--- config.mk ---
export PLATFORM = sky130hd
export DESIGN_NAME = scan_seq_2b
export DESIGN_NICKNAME = d
export VERILOG_FILES = /design/src/rtl/scan_seq_2b.sv
export SDC_FILE = /design/constraint.sdc
export NUM_CORES = 1
export LEC_CHECK = 0
export BUFFER_PORTS_ARGS = -buffer_cell sky130_fd_sc_hd__buf_2
export CAP_MARGIN = 15
export CORE_MARGIN = 5
export CORE_UTILIZATION = 35
export CTS_CLUSTER_SIZE = 24
export DETAILED_ROUTE_END_ITERATION = 8
export GPL_TIMING_DRIVEN = 1
export HOLD_SLACK_MARGIN = 0.15
export PLACE_DENSITY = 0.58
export SYNTH_ARGS = -nofsm -noshare
export SYNTH_HDL_FRONTEND = slang
export SYNTH_SLANG_ARGS = --single-unit
--- constraint.sdc ---
create_clock -name CLK -period 1.6 [get_ports CLK]
set_input_delay 0.32 -clock CLK [delete_from_list [all_inputs] [get_ports CLK]]
set_output_delay 0.32 -clock CLK [all_outputs]
set_load 0.005 [all_outputs]
--- src/rtl/scan_seq_2b.sv ---
// Two-bit select sequencer for a 2-to-4 decoder: prescaled
// auto-scan, manual step and direct load, with pulse flags.
module scan_seq_2b #(
  parameter int DIV_W = 8
) (
  input  logic             CLK,
  input  logic             RST,
  input  logic             EN,
  input  logic             DIR,
  input  logic [DIV_W-1:0] DIV,
  input  logic             STEP,
  input  logic             LD,
  input  logic [1:0]       LD_VAL,
  output logic             I1,
  output logic             I0,
  output logic             TICK,
  output logic             WRAP,
  output logic             BLK
);

  typedef enum logic {
    IDLE,
    RUN
  } state_t;

  state_t           state;
  state_t           state_nx;
  logic [DIV_W-1:0] pc;
  logic [DIV_W-1:0] pc_nx;
  logic [1:0]       sel;
  logic [1:0]       sel_nx;
  logic             adv;
  logic             wrap_nx;

  always_comb begin
    state_nx = EN ? RUN : IDLE;
    pc_nx    = DIV;
    sel_nx   = sel;
    adv      = 1'b0;
    wrap_nx  = 1'b0;
    unique case (state)
      IDLE: adv = STEP && !EN;
      RUN: begin
        if (EN) begin
          if (pc == '0) adv = 1'b1;
          else pc_nx = pc - 1'b1;
        end
      end
      default: adv = 1'b0;
    endcase
    // A load wins over any advance on the same edge; the advance is lost.
    if (LD) begin
      adv    = 1'b0;
      sel_nx = LD_VAL;
      pc_nx  = DIV;
    end else if (adv) begin
      sel_nx  = DIR ? sel - 2'd1 : sel + 2'd1;
      wrap_nx = DIR ? (sel == 2'b00) : (sel == 2'b11);
    end
  end

  always_ff @(posedge CLK) begin
    if (RST) begin
      state <= IDLE;
      pc    <= '0;
      sel   <= 2'b00;
      TICK  <= 1'b0;
      WRAP  <= 1'b0;
      BLK   <= 1'b0;
    end else begin
      state <= state_nx;
      pc    <= pc_nx;
      sel   <= sel_nx;
      TICK  <= adv;
      WRAP  <= wrap_nx;
      BLK   <= adv | LD;
    end
  end

  assign I1 = sel[1];
  assign I0 = sel[0];

endmodule

# After elaboration in Yosys (flattened, before gate mapping)
# Index checks and enable logic that the tools add are counted.
[op_classes]
eq_ne = 1
add_sub_neg = 3
bitwise_logic = 3
mux = 13
reduce_logical = 6
[op_table]
columns = ["operator", "count"]
rows = [
  ["two-way mux 8 bit", 4],
  ["logical NOT 8 bit", 1],
  ["subtractor 8 x 1 -> 8 bit, second input constant", 1],
  ["two-way mux 2 bit", 3],
  ["two-way mux 1 bit", 5],
  ["OR reduction 3 bit", 1],
  ["adder 2 x 1 -> 2 bit, second input constant", 1],
  ["equality test 2 bit, second input constant", 1],
  ["logical NOT 2 bit", 1],
  ["inverter 1 bit", 2],
  ["case mux 1 bit (2 select lines)", 1],
  ["nonzero test 2 bit", 1],
  ["subtractor 2 x 1 -> 2 bit, second input constant", 1],
  ["logical AND 1 bit", 1],
  ["logical NOT 1 bit", 1],
  ["bitwise OR 1 bit", 1],
]
[totals]
reg_bits = 14
in_bits = 16
output_inout_bits = 5
word_cells = 32

# Depth between registers and ports, before layout
[logic_depth]
word_depth = 6
depth_mapped = 7
mapped_depth_nobuf = 6

# Worst setup path before layout
# Ideal clock, no wire load.
[synth_timing]
path_kind = "register to register"
from = "reg pc[0]"
to = "reg pc[2]"
period_less_slack_ns = 1.455
required_time_ns = 1.520
n_path_buf = 1
setup_slack_ns = 0.145
setup_time_ns = 0.080
arrival_time_ns = 1.375
path_stages_with_launch = 8
path_cell_list = "dfxtp_1 -> inv_1 -> ha_1 -> nor3b_1 -> a21oi_2 -> buf_6 -> nor2_1 -> a211oi_2"
[synth_between]
elab_chain_cells = 5
elab_cells_between_ends = 6
classes_between = "add/sub: 1; mux: 4; reduce/logical: 1"
[synth_lines]
columns = ["item", "line_no", "rtl"]
rows = [
  ["start: declaration", "28", "logic [DIV_W-1:0] pc;"],
  ["start signal: assignment", "72", "pc <= pc_nx;"],
  ["subtractor 8 x 1 -> 8 bit / logical NOT 8 bit (equally long branches)", "46, 45", ""],
  ["two-way mux 8 bit (*)", "45", "if (pc == '0) adv = 1'b1;"],
  ["two-way mux 8 bit (*)", "44", "if (EN) begin"],
  ["two-way mux 8 bit (*)", "41", "unique case (state)"],
  ["two-way mux 8 bit (*)", "52", "if (LD) begin"],
]
# Every way passes the cells marked *; elsewhere a longest branch is shown, timed or not.
# A chain may end at the register's enable or synchronous reset.

# Worst setup path in the final report
[layout_timing]
from = "reg pc[0]"
to = "reg pc[5]"
# The elaborated chain is that of the path after synthesis.

==> out/qor.txt <==
clk buf depth: 2
CP required: 1.77 ns
placer's final routability congestion estimate: 0.785
Clock H-tree levels: 1
std cell rows: 17
initial core utilization: 0.360
largest net degree at the start of global routing: 16
TritonCTS clock tree: yes
total clock sinks: 14
setup total negative slack: 0 ns
DR pass1 iterations: 4
final cycle utilization of the critical path: 0.929
Final min period: 1.49 ns
post-synthesis instance total: 86
Total Wirelength: 1650 um
CP Max Fanout: 14
Final Hold Fails: 0
FF+latch count, synth: 14
Fmax: 0.673 GHz
Worst IR Drop VDD: 0.000496 V
non-filler instance count after layout: 137
first-pass GRT wire length: 2800 um
met2 WL: 790 um
routed len/inst: 12.1 um
core area: 2170 um2
Max Clock Skew: 0.00223 ns
Pleak: 0.403 nW
initial antenna violation count: 0
synth top area cells: dfxtp_1 (36%), a211oi_2 (9.6%), nor2_1 (6.3%)
dpl hpwl: 1210 um
Final setup viols: 0
Die Y: 57.2 um
# diodes: 0
Die Span X: 57.2 um
Hold Path Class: primary input to flop
highest routed layer: met4
Layout area overhead: 25.5%
power density cells: 835 nW/um2
syn_area_per_cell: 9.08 um2
Slew Limit Fails: 0
met3 WL: 79 um
status: completed
RSZ-0062 raised after global routing: false
vias per cell: 4.87
Setup crit start kind: flop
syn_nets: 104
Synth cell types: 28
global-route congestion overflow total: 0
crit end category: flop
Placed Area: 921 um2
part of the Yosys area used for sequential elements: 0.359
Antenna Violating Nets Remaining: 0
via count: 667
Tightest Pin Transition: 0.468 ns
CTS root buffer: clkbuf_4
DRT iter0 DRCs: 12
Max-Cap Viols: 0
commonest cells after routing, fill and taps aside: buf_2 (20), dfxtp_1 (13), nor2_1 (13)
post-synth top area share: 0.359
synthesized area: 781 um2
Die ar.: 3280 um2
clock latency on the worst-skew pair: 0.28 ns
layout cells sized above 1: 0.339
# IOs: 21
Placed Cells incl. Taps: 133
Crit Path Category: flop to flop
Slew HR: 0.688
number of setup buffers added after CTS: 0
commonest non-fill, non-tap cell in the layout: buf_2
Clock Pin Slew Worst Setup and Hold Paths: 0.09 ns
Layout Nets: 128
Yosys Warn Count: 0
vias in the first global route: 630
Final Core Density: 0.452
Yosys top cell by area: dfxtp_1
design area: 980 um2
M1 WL: 757 um
CTS buffer count: 3
residual DRC count: 0
Total Routing Usage GR: 0.110
Arr. time, crit path: 1.65 ns
IO buf count: 20
==> flip-flops by register name, summed over array words and instances, names as in the netlist <==
register,cells
TICK,1
BLK,1
state,1
WRAP,1
pc,8
sel,2
==> layout make-up <==
class,count,area [um2]
well taps,28,35.0
flip-flops and latches,14,282
inverters,4,15.0
clock buffers,4,36.3
repair buffers,21,120
fillers,231,1190
multi-input cells,66,492
==> synthesized netlist by cell type <==
| master | number |
|---|---|
| buf_6 | 1 |
| mux2i_1 | 4 |
| nor3_1 | 3 |
| nor4bb_1 | 1 |
| nor2_1 | 13 |
| o21a_1 | 1 |
| nor4_4 | 1 |
| clkbuf_1 | 1 |
| inv_1 | 4 |
| and2b_1 | 1 |
| nand3_1 | 2 |
| dfxtp_1 | 14 |
| nor2b_1 | 3 |
| xnor2_1 | 2 |
| nor4b_1 | 1 |
| a211oi_2 | 6 |
| a21oi_1 | 2 |
| nand2_1 | 9 |
| nand3b_1 | 1 |
| nor3_2 | 1 |
| a21oi_2 | 1 |
| nor3b_1 | 2 |
| nand4_1 | 1 |
| o211ai_1 | 2 |
| ha_1 | 2 |
| xor2_1 | 5 |
| a221oi_1 | 1 |
| a31oi_1 | 1 |
==> routing by layer <==
| layer | GRT usage | up-vias |
|---|---|---|
| li1 | - | 349 |
| met1 | 0.127 | 303 |
| met2 | 0.179 | 11 |
| met3 | 0.0407 | 4 |
| met4 | 0.0497 | 0 |
| met5 | 0 | - |
==> power by group <==
group | switching, W | internal [W]
logic | 0.0000809 | 0.0000783
registers | 0.0000279 | 0.000370
clock network | 0.000122 | 0.000138
==> metrics by stage <==
stage,hold slack (ns),power [W],setup WS (ns)
CTS,0.262,0.000817,0.0491
floorplan,0.392,0.000504,0.145
global route,0.268,0.000861,0.00946
global placement,0.554,0.000553,0.125
detailed placement,0.562,0.000556,0.0715
finish,0.262,0.000818,0.114
==> critical path, cell delays in order, from the launching register on <==
cell      delay (ns)
dfxtp_2         0.34
inv_1           0.09
ha_1            0.17
nor3b_1         0.29
a21oi_2         0.12
buf_12          0.17
nor2_1          0.13
a211oi_2        0.06
==> timing repair <==
action                                  in CTS  in global routing
endpoints found under the hold margin        0                  0
endpoints found under the setup margin       0                  3
hold buffers                                 0                  0
gates resized for setup                      0                  4
==> cells by family (layout without fill, tap and decap cells) <==
family	Yosys count	in the layout	synth area share
adder cells (fa/ha/maj)	2	2	0.0320
AND/OR/NAND/NOR	39	39	0.272
multiplexers	4	4	0.0513
AO/OA/AOI/OAI	14	14	0.168
XOR/XNOR	7	7	0.0785
flip-flops	14	14	0.359
buffers and inverters	6	29	0.0385
==> worst paths after layout <==
kind              cells past startpoint  endpoint  slack [ns]  startpoint
setup / recovery                      7     pc[5]        0.11       pc[0]
hold / removal                        3     pc[0]        0.26      DIV[0]
setup reg to reg                      7     pc[5]        0.11       pc[0]
hold reg to reg                       3     pc[0]        0.61       pc[0]
Note: power is estimated with default switching activity, not from simulation.
